File: config.mk
export PLATFORM = sky130hd
export DESIGN_NAME = multicycle_subtractor_flat
export DESIGN_NICKNAME = d
export VERILOG_FILES = /design/src/rtl/multicycle_subtractor_if.sv /design/src/rtl/multicycle_subtractor.sv /design/src/flat_wrapper.sv
export SDC_FILE = /design/constraint.sdc
export NUM_CORES = 1
export LEC_CHECK = 0
export BUFFER_PORTS_ARGS = -buffer_cell sky130_fd_sc_hd__buf_2
export CAP_MARGIN = 20
export CORE_ASPECT_RATIO = 0.6
export CORE_UTILIZATION = 45
export CTS_BUF_LIST = sky130_fd_sc_hd__clkbuf_4
export DETAILED_ROUTE_END_ITERATION = 10
export GPL_TIMING_DRIVEN = 1
export MAX_ROUTING_LAYER = met4
export PLACE_DENSITY_LB_ADDON = 0.2
export SYNTH_ARGS = -nofsm -noshare
export SYNTH_HDL_FRONTEND = slang
export SYNTH_SLANG_ARGS = --single-unit
export TNS_END_PERCENT = 20
File: constraint.sdc
create_clock -name clk -period 4 [get_ports clk]
set_input_delay 0.8 -clock clk [delete_from_list [all_inputs] [get_ports clk]]
set_output_delay 0.8 -clock clk [all_outputs]
set_load 0.1 [all_outputs]
File: src/rtl/multicycle_subtractor_if.sv
`default_nettype none
// ============================================================================
// Module      : multicycle_subtractor_if
// Description : Handshake and operand/result bundle for multicycle_subtractor.
//               master : drives start, a, b, borrow_in, signed_mode and
//                        observes busy, done, result, borrow, overflow, zero.
//               slave  : the subtractor side of the same signals.
// Revision    : 1.0 - initial release
// ============================================================================
interface multicycle_subtractor_if #(
    parameter int WIDTH = 16
);
    logic             start;
    logic [WIDTH-1:0] a;
    logic [WIDTH-1:0] b;
    logic             borrow_in;
    logic             signed_mode;
    logic             busy;
    logic             done;
    logic [WIDTH-1:0] result;
    logic             borrow;
    logic             overflow;
    logic             zero;

    modport master (
        output start, a, b, borrow_in, signed_mode,
        input  busy, done, result, borrow, overflow, zero
    );

    modport slave (
        input  start, a, b, borrow_in, signed_mode,
        output busy, done, result, borrow, overflow, zero
    );
endinterface
`default_nettype wire

File: src/rtl/multicycle_subtractor.sv
`default_nettype none
// ============================================================================
// Module      : multicycle_subtractor
// Description : Computes a - b - borrow_in modulo 2^WIDTH, CHUNK bits per
//               clock, least significant chunk first. Operands are captured
//               when start is accepted (IDLE or DONE); the flags and result
//               only change on the edge that enters DONE, so no partial
//               difference is ever visible on the outputs.
// Ports       : clk  - rising-edge clock
//               rst  - synchronous active-high reset (wins over start)
//               bus  - multicycle_subtractor_if.slave:
//                      start, a, b, borrow_in, signed_mode (in)
//                      busy, done, result, borrow, overflow, zero (out)
// Parameters  : WIDTH - operand/result width; must be a multiple of CHUNK
//               CHUNK - bits processed per clock
// Revision    : 1.0 - initial release
// ============================================================================
module multicycle_subtractor #(
    parameter int WIDTH = 16,
    parameter int CHUNK = 4
) (
    input  wire logic              clk,
    input  wire logic              rst,
    multicycle_subtractor_if.slave bus
);

    localparam int c_nchunk = WIDTH / CHUNK;
    // Index register is at least one bit wide so a single-chunk build works.
    localparam int c_kw     = (c_nchunk > 1) ? $clog2(c_nchunk) : 1;
    localparam logic [c_kw-1:0] c_last_k = c_kw'(c_nchunk - 1);

    typedef enum logic [1:0] {
        S_IDLE = 2'd0,
        S_RUN  = 2'd1,
        S_DONE = 2'd2
    } state_t;

    state_t           r_state;
    state_t           w_next_state;

    logic [WIDTH-1:0] r_a;
    logic [WIDTH-1:0] r_b;
    logic             r_chain;
    logic             r_signed;
    logic [c_kw-1:0]  r_k;
    logic [WIDTH-1:0] r_work;

    logic [WIDTH-1:0] r_result;
    logic             r_borrow;
    logic             r_overflow;
    logic             r_zero;

    logic             w_accept;
    logic             w_last;
    int               w_base;
    logic [CHUNK-1:0] w_a_chunk;
    logic [CHUNK-1:0] w_b_chunk;
    logic [CHUNK:0]   w_diff;
    logic [WIDTH-1:0] w_work_next;
    logic             w_ovf_signed;

    // ------------------------------------------------------------------
    // Control
    // ------------------------------------------------------------------
    assign w_accept = (r_state != S_RUN) && bus.start;
    assign w_last   = (r_k == c_last_k);

    always_ff @(posedge clk) begin
        if (rst) begin
            r_state <= S_IDLE;
        end else begin
            r_state <= w_next_state;
        end
    end

    always_comb begin
        w_next_state = r_state;
        case (r_state)
            S_IDLE: begin
                if (bus.start) begin
                    w_next_state = S_RUN;
                end
            end
            S_RUN: begin
                if (w_last) begin
                    w_next_state = S_DONE;
                end
            end
            S_DONE: begin
                // A start in the completion cycle chains straight into RUN.
                w_next_state = bus.start ? S_RUN : S_IDLE;
            end
            default: begin
                w_next_state = S_IDLE;
            end
        endcase
    end

    // ------------------------------------------------------------------
    // Chunk datapath
    // ------------------------------------------------------------------
    always_comb begin
        w_base    = int'(r_k) * CHUNK;
        w_a_chunk = r_a[w_base +: CHUNK];
        w_b_chunk = r_b[w_base +: CHUNK];
        // The extra top bit of the widened difference is the chunk borrow.
        w_diff    = {1'b0, w_a_chunk} - {1'b0, w_b_chunk}
                  - {{CHUNK{1'b0}}, r_chain};
        w_work_next                   = r_work;
        w_work_next[w_base +: CHUNK]  = w_diff[CHUNK-1:0];
    end

    // Signed overflow: operands of opposite sign and the result sign
    // disagrees with the minuend.
    assign w_ovf_signed = (r_a[WIDTH-1] != r_b[WIDTH-1])
                       && (w_work_next[WIDTH-1] != r_a[WIDTH-1]);

    always_ff @(posedge clk) begin
        if (rst) begin
            r_a        <= '0;
            r_b        <= '0;
            r_chain    <= 1'b0;
            r_signed   <= 1'b0;
            r_k        <= '0;
            r_work     <= '0;
            r_result   <= '0;
            r_borrow   <= 1'b0;
            r_overflow <= 1'b0;
            r_zero     <= 1'b1;
        end else if (w_accept) begin
            r_a      <= bus.a;
            r_b      <= bus.b;
            r_chain  <= bus.borrow_in;
            r_signed <= bus.signed_mode;
            r_k      <= '0;
            r_work   <= '0;
        end else if (r_state == S_RUN) begin
            r_work  <= w_work_next;
            r_chain <= w_diff[CHUNK];
            r_k     <= r_k + c_kw'(1);
            if (w_last) begin
                r_result   <= w_work_next;
                r_borrow   <= w_diff[CHUNK];
                r_overflow <= r_signed ? w_ovf_signed : w_diff[CHUNK];
                r_zero     <= (w_work_next == '0);
            end
        end
    end

    // ------------------------------------------------------------------
    // Outputs
    // ------------------------------------------------------------------
    assign bus.busy     = (r_state == S_RUN);
    assign bus.done     = (r_state == S_DONE);
    assign bus.result   = r_result;
    assign bus.borrow   = r_borrow;
    assign bus.overflow = r_overflow;
    assign bus.zero     = r_zero;

endmodule
`default_nettype wire

File: src/flat_wrapper.sv
// flat-port wrapper written by rule: the top's interface ports become plain ports
module multicycle_subtractor_flat 
#(
    parameter int WIDTH = 16,
    parameter int CHUNK = 4
)
  (clk, rst, bus_start, bus_a, bus_b, bus_borrow_in, bus_signed_mode, bus_busy, bus_done, bus_result, bus_borrow, bus_overflow, bus_zero);
  multicycle_subtractor_if #(.WIDTH(WIDTH)) bus_i ();
  input  wire logic clk;
  input  wire logic rst;
  input wire logic [$bits(bus_i.start)-1:0] bus_start;
  input wire logic [$bits(bus_i.a)-1:0] bus_a;
  input wire logic [$bits(bus_i.b)-1:0] bus_b;
  input wire logic [$bits(bus_i.borrow_in)-1:0] bus_borrow_in;
  input wire logic [$bits(bus_i.signed_mode)-1:0] bus_signed_mode;
  output wire logic [$bits(bus_i.busy)-1:0] bus_busy;
  output wire logic [$bits(bus_i.done)-1:0] bus_done;
  output wire logic [$bits(bus_i.result)-1:0] bus_result;
  output wire logic [$bits(bus_i.borrow)-1:0] bus_borrow;
  output wire logic [$bits(bus_i.overflow)-1:0] bus_overflow;
  output wire logic [$bits(bus_i.zero)-1:0] bus_zero;
  assign bus_i.start = bus_start;
  assign bus_i.a = bus_a;
  assign bus_i.b = bus_b;
  assign bus_i.borrow_in = bus_borrow_in;
  assign bus_i.signed_mode = bus_signed_mode;
  assign bus_busy = bus_i.busy;
  assign bus_done = bus_i.done;
  assign bus_result = bus_i.result;
  assign bus_borrow = bus_i.borrow;
  assign bus_overflow = bus_i.overflow;
  assign bus_zero = bus_i.zero;
  multicycle_subtractor #(.WIDTH(WIDTH), .CHUNK(CHUNK)) u_core (.clk(clk), .rst(rst), .bus(bus_i));
endmodule
==> results of run 1 <==
-- cells in the mapped netlist (3+ instances only) --
| cell | number | share of area (%) |
|---|---|---|
| a22oi_1 | 3 | 0.66 |
| a31oi_1 | 5 | 0.92 |
| clkbuf_1 | 22 | 2.4 |
| nor2b_1 | 19 | 3.5 |
| a21oi_1 | 40 | 5.9 |
| ha_1 | 10 | 3.7 |
| nand4_1 | 4 | 0.74 |
| mux4_2 | 3 | 2.0 |
| mux4_1 | 4 | 3.1 |
| dfxtp_1 | 73 | 43 |
| nor2_1 | 40 | 4.4 |
| a211oi_1 | 32 | 7.1 |
| nand2_1 | 77 | 8.5 |
| inv_1 | 16 | 1.8 |
-- worst paths after layout --
path / from / endpoint / cells past startpoint
max: u_core.r_k[0] / u_core.bus.overflow / 8
min: u_core.r_b[5] / u_core.r_b[5] / 2
min reg2reg: u_core.r_b[5] / u_core.r_b[5] / 2
max reg2reg: u_core.r_k[0] / u_core.bus.overflow / 8
-- flip-flops by register name (all words and copies together), names as in the netlist --
| signal | flops |
|---|---|
| u_core.bus.result | 16 |
| u_core.r_a | 16 |
| u_core.r_b | 16 |
| u_core.r_work | 16 |
| u_core.r_k | 2 |
| u_core.r_state | 2 |
| u_core.bus.borrow | 1 |
| u_core.bus.overflow | 1 |
| u_core.bus.zero | 1 |
| u_core.r_chain | 1 |
| u_core.r_signed | 1 |
-- critical path, stage by stage, from the launching register on --
cell	delay, ns
dfxtp_1	0.63
mux4_2	0.58
fa_1	0.40
ha_1	0.32
or4b_1	0.53
o221a_2	0.15
a41o_1	0.22
a221oi_1	0.32
o41ai_1	0.12
-- power by group --
part           internal (uW)  total (uW)  switching, uW  leakage [uW]
registers                759         781           21.4      0.000595
logic                    108         278            170      0.000913
clock network            144         392            248     0.0000624
total                   1010        1450            439       0.00157
-- placed cells by master (no fill, tap or decap), types with 5 or more instances in the layout --
| cell type | synthesis | routed |
|---|---|---|
| a211oi_1 | 32 | 32 |
| nor2_1 | 40 | 39 |
| clkbuf_4 | 0 | 12 |
| ha_1 | 10 | 10 |
| nand2_1 | 77 | 77 |
| a21oi_1 | 40 | 40 |
| nor2b_1 | 19 | 19 |
| inv_1 | 16 | 16 |
| buf_2 | 1 | 57 |
| a31oi_1 | 5 | 5 |
| buf_4 | 0 | 6 |
| dfxtp_1 | 73 | 73 |
-- area by class of cell --
class / count / area, um2
timing repair buffer: 64 / 357.8
clock buffer: 12 / 90.09
clock inverter: 4 / 20.02
fill: 730 / 3390
inverter: 16 / 60.06
tap: 104 / 130.1
multi-input combinational: 278 / 1758
sequential: 73 / 1461
-- per-layer routing --
metal  wire [um]  up-vias  track usage [%]  share of wire [%]
met2        2926       96            26.46                 37
li1            -     1479                -                  -
met5           0        -                -                  0
met1        4313     1336            35.98                 54
met3         652       10            6.731                8.2
met4          98        0            6.926                1.2
-- logic make-up (layout without fill, tap and decap cells) --
| family | after synthesis | after routing | synth area share, % |
|---|---|---|---|
| simple gates | 158 | 158 | 21.41 |
| flops | 73 | 73 | 43.05 |
| compound gates | 97 | 97 | 19.24 |
| mux | 9 | 9 | 5.676 |
| xor+xnor | 2 | 2 | 0.5161 |
| buf+inv | 43 | 96 | 5.234 |
| fa+ha+maj | 12 | 12 | 4.866 |
-- metrics by stage --
stage / power [uW] / instance area, um2
5_1_grt: 1542 / 3877
2_1_floorplan: 999.9 / 3395
3_5_place_dp: 1067 / 3740
3_3_place_gp: 1063 / 3740
6_report: 1450 / 3877
4_1_cts: 1456 / 3850
==> out/metrics.csv, run 1 <==
stage;metric;value;unit
yosys;register area share after synthesis;43.05;%
die;Starting Density;46.71;%
sta;hold_ws;0.4575;ns
global_route;largest net degree at the start of global routing;57;
run_status;outcome;finished clean;
die;DIE AREA;0.007906;mm2
global_route;initial antenna violation count;0;
sta;Final period util;85.04;%
global_route;vias in the first global route;2566;
yosys;syn avg cell area;8.615;um2
yosys;Synth Instances;394;
critical_path;worst setup path category;flip-flop to flip-flop;
power_and_ir_drop;Max rail drop VDD;0.0001844;V
route;WL final;7.991;mm
power_and_ir_drop;Pwr per Cell Area;374.1;mW/mm2
placed_design;dpl ws;0.5964;ns
yosys;Yosys reg bits;73;
yosys;synth warn;0;
route;vias;2921;
clock_network;CTS tree;built;
finish;Layout area overhead;14.23;%
clock_network;Clock Tree Root;clkbuf_4;
placed_design;# port buffers;57;
finish;Util after Layout;53.36;%
sta;Worst-Margin Slew;0.7608;ns
finish;final std cells w/o fill;551;
global_route;wire length of the first global-routing pass;13.28;mm
sta;total negative slack;0;ns
placed_design;dpl hpwl;5.816;mm
clock_network;CTS buffer count;9;
sta;RSZ-0062 raised after global routing;false;
yosys;library cells used by synthesis;45;
global_route;GR Overflow Total;0;
placed_design;Final Wtd Congestion;0.8698;
route;DRT Pass-1 Iters;5;
yosys;Post-synth EDFFs;0;
critical_path;CP Capture Type;flip-flop;
clock_network;post-cts sizing count;0;
global_route;GRT Total Usage;22.75;%
finish;layout cell share with drive strength beyond 1;19.46;%
sta;Slew HR;49.28;%
critical_path;Critical Path Start Type;flip-flop;
die;CORE AREA;0.007267;mm2
placed_design;Cells after DPL;534;
yosys;Post-synth top flop;dfxtp_1;
critical_path;Worst EP arrival;3.70;ns
sta;Final Hold Fails;0;
sta;Fmax;294.0;MHz
clock_network;hold buffers post-CTS;0;
clock_network;clk sinks;73;
worst_hold_path;worst hold path class;flip-flop to flip-flop;
yosys;async set or reset register ratio after synthesis;0;%
route;Wirelength per Cell;14.50;um
die;I/O pin cnt;58;
route;antenna-violating nets left;0;
sta;minimum clock period;3.401;ns
critical_path;CP Max Fanout;12;
yosys;Mapped Nets;443;
clock_network;CTS H-Tree Depth;3;
power_and_ir_drop;leakage power figure;0.001570;uW
route;Via density;5.301;
route;# DRC;0;
route;Initial DRC Count;191;
sta;Final Worst Setup Slack;0.5986;ns
finish;Layout Nets;491;
clock_network;CTS max path bufs;2;
critical_path;R2R Setup Slk;0.60;ns
clock_network;Worst-path clk slew;0.11;ns
clock_network;postcts setup bufs;0;
die;Die Y-Extent;69.28;um
sta;final setup vio count;0;
finish;Antenna diodes;0;
sta;clock skew;0.01421;ns
clock_network;Worst-Skew Late Latency;0.43;ns
sta;Slew Limit Fails;0;
flow_run;max cap viols;0;
die;Chip Width;114.1;um
die;Core Rows;24;
yosys;area of the mapped netlist;0.003395;mm2
critical_path;Worst EP required;4.30;ns
(Power assumes the default switching activity.)
==> inputs of run 2 (changes only) <==
- REMOVE_ABC_BUFFERS: default -> 1
==> out/metrics.csv, run 2 (synthesized netlist as in run 1, its figures left out) <==
stage;metric;value;unit;change
global_route;GRT Total Usage;22.46;%;was 22.75%
worst_hold_path;Hold Startpoint;u_core.r_a[9];;was u_core.r_b[5]
critical_path;Worst EP required;4.33;ns;was 4.30 ns
route;Wirelength per Cell;14.50;um;about the same
sta;total negative slack;0;ns;unchanged
clock_network;clk sinks;73;;unchanged
sta;Slew Limit Fails;0;;unchanged
critical_path;worst r2r path cells;8;;unchanged
finish;layout cell share with drive strength beyond 1;19.02;%;was 19.46%
die;Core Rows;24;;unchanged
clock_network;CTS buffer count;9;;unchanged
power_and_ir_drop;Max rail drop VDD;0.0001841;V;was 0.0001844 V
route;# DRC;0;;unchanged
sta;Final period util;83.17;%;was 85.04%
clock_network;postcts setup bufs;0;;unchanged
clock_network;CTS tree;built;;unchanged
route;Via density;5.207;;was 5.301
critical_path;max incr delay on CP;0.57;ns;was 0.63 ns
run_status;outcome;finished clean;;unchanged
route;Initial DRC Count;196;;was 191
finish;Util after Layout;53.22;%;was 53.36%
placed_design;Final Wtd Congestion;0.8741;;was 0.8698
critical_path;R2R Setup Slk;0.67;ns;was 0.60 ns
die;CORE AREA;0.007267;mm2;unchanged
finish;Antenna diodes;0;;unchanged
sta;Final Hold Fails;0;;unchanged
placed_design;dpl hpwl;5.721;mm;was 5.816 mm
critical_path;Worst EP arrival;3.66;ns;was 3.70 ns
die;I/O pin cnt;58;;unchanged
sta;Fmax;300.6;MHz;was 294.0 MHz
sta;final setup vio count;0;;unchanged
global_route;GR Overflow Total;0;;unchanged
clock_network;CTS H-Tree Depth;3;;unchanged
global_route;vias in the first global route;2545;;was 2566
clock_network;Clock Tree Root;clkbuf_4;;unchanged
flow_run;max cap viols;0;;unchanged
clock_network;Worst-Skew Late Latency;0.45;ns;was 0.43 ns
placed_design;Cells after DPL;534;;unchanged
worst_hold_path;hold path cells;2;;unchanged
worst_hold_path;hold path endpoint;u_core.r_a[9];;was u_core.r_b[5]
critical_path;slowest cell on the critical path;dfxtp_1;;unchanged
critical_path;worst flop-to-flop path endpoint;u_core.bus.result[3];;was u_core.bus.overflow
die;Starting Density;46.71;%;unchanged
sta;minimum clock period;3.327;ns;was 3.401 ns
die;DIE AREA;0.007906;mm2;unchanged
clock_network;hold buffers post-CTS;0;;unchanged
route;DRT Pass-1 Iters;5;;unchanged
power_and_ir_drop;leakage power figure;0.001568;uW;was 0.001570 uW
critical_path;Reg2Reg Launch Point;u_core.r_k[0];;unchanged
critical_path;CP Max Fanout;7;;was 12
sta;clock skew;0.008845;ns;was 0.01421 ns
finish;commonest cells after routing, fill and taps aside;77 x nand2_1, 73 x dfxtp_1, 57 x buf_2, 40 x a21oi_1, 39 x nor2_1;;unchanged
worst_hold_path;worst hold path class;flip-flop to flip-flop;;unchanged
route;vias;2869;;was 2921
finish;Layout Nets;491;;unchanged
clock_network;Worst-path clk slew;0.11;ns;about the same
power_and_ir_drop;Pwr per Cell Area;371.0;mW/mm2;was 374.1 mW/mm2
die;Chip Width;114.1;um;unchanged
critical_path;Critical Path Start Type;flip-flop;;unchanged
critical_path;worst-path cell chain;mux4_2, fa_1, ha_1, or4b_1, o221a_2, and3_1, a221oi_1, nor3_1;;was mux4_2, fa_1, ha_1, or4b_1, o221a_2, a41o_1, a221oi_1, o41ai_1
sta;RSZ-0062 raised after global routing;false;;unchanged
clock_network;CTS max path bufs;2;;unchanged
critical_path;Setup crit start;u_core.r_k[0];;unchanged
global_route;largest net degree at the start of global routing;39;;was 57
finish;commonest non-fill, non-tap cell in the layout;nand2_1;;unchanged
global_route;initial antenna violation count;0;;unchanged
placed_design;# port buffers;57;;unchanged
route;WL final;7.988;mm;was 7.991 mm
clock_network;post-cts sizing count;0;;unchanged
sta;Slew HR;50.47;%;was 49.28%
die;Die Y-Extent;69.28;um;unchanged
route;antenna-violating nets left;0;;unchanged
sta;Worst-Margin Slew;0.7430;ns;was 0.7608 ns
finish;Layout area overhead;13.93;%;was 14.23%
finish;final std cells w/o fill;551;;unchanged
critical_path;CP Capture Type;flip-flop;;unchanged
critical_path;worst setup path category;flip-flop to flip-flop;;unchanged
global_route;wire length of the first global-routing pass;13.23;mm;was 13.28 mm
run 2: cell type report:
| class | instances | area, um2 |
|---|---|---|
| clock inverters | 6 | 25.02 |
| well taps | 104 | 130.1 |
| repair buffers | 64 | 357.8 |
| inverters | 16 | 60.06 |
| multi-input cells | 278 | 1758 |
| fillers | 723 | 3400 |
| flip-flops and latches | 73 | 1461 |
| clock buffers | 10 | 75.07 |
run 2: per-stage QoR:
stage          worst slack, ns  hold WS (ns)  instance area (um2)  power [uW]
2_1_floorplan           0.6393        0.4255                 3277       978.4
3_3_place_gp            0.8100        0.4436                 3740        1061
3_5_place_dp            0.7017        0.4470                 3740        1068
4_1_cts                 0.6702        0.4665                 3840        1439
5_1_grt                 0.5176        0.4836                 3867        1514
6_report                0.6731        0.4652                 3867        1435
run 2: worst max-delay path: cells and delay by family (launching register included):
| family | cells | cell delay [ns] |
|---|---|---|
| AO/OA/AOI/OAI | 2 | 0.46 |
| multiplexers | 1 | 0.57 |
| flip-flops | 1 | 0.57 |
| adder cells (fa/ha/maj) | 2 | 0.73 |
| AND/OR/NAND/NOR | 3 | 0.88 |
run 2: worst max path at each step:
stage	end	cells after the start
2_1_floorplan	u_core.r_work[11]	8
3_3_place_gp	u_core.r_work[11]	8
3_5_place_dp	u_core.bus.result[3]	8
4_1_cts	u_core.bus.result[3]	8
5_1_grt	u_core.r_work[15]	8
6_report	u_core.bus.result[3]	8
run 2: power breakdown:
| group | switching, uW | internal, uW |
|---|---|---|
| sequential | 20.4 | 759 |
| clock | 252 | 124 |
| combinational | 171 | 108 |
run 2: per-layer routing:
metal	GRT usage (%)	vias to the layer above	share of wire (%)	routed length (um)
li1	-	1482	-	-
met1	34.35	1292	54	4306
met2	27.54	88	39	3111
met3	6.381	7	6.2	497
met4	7.215	0	0.90	72
met5	-	-	0	0
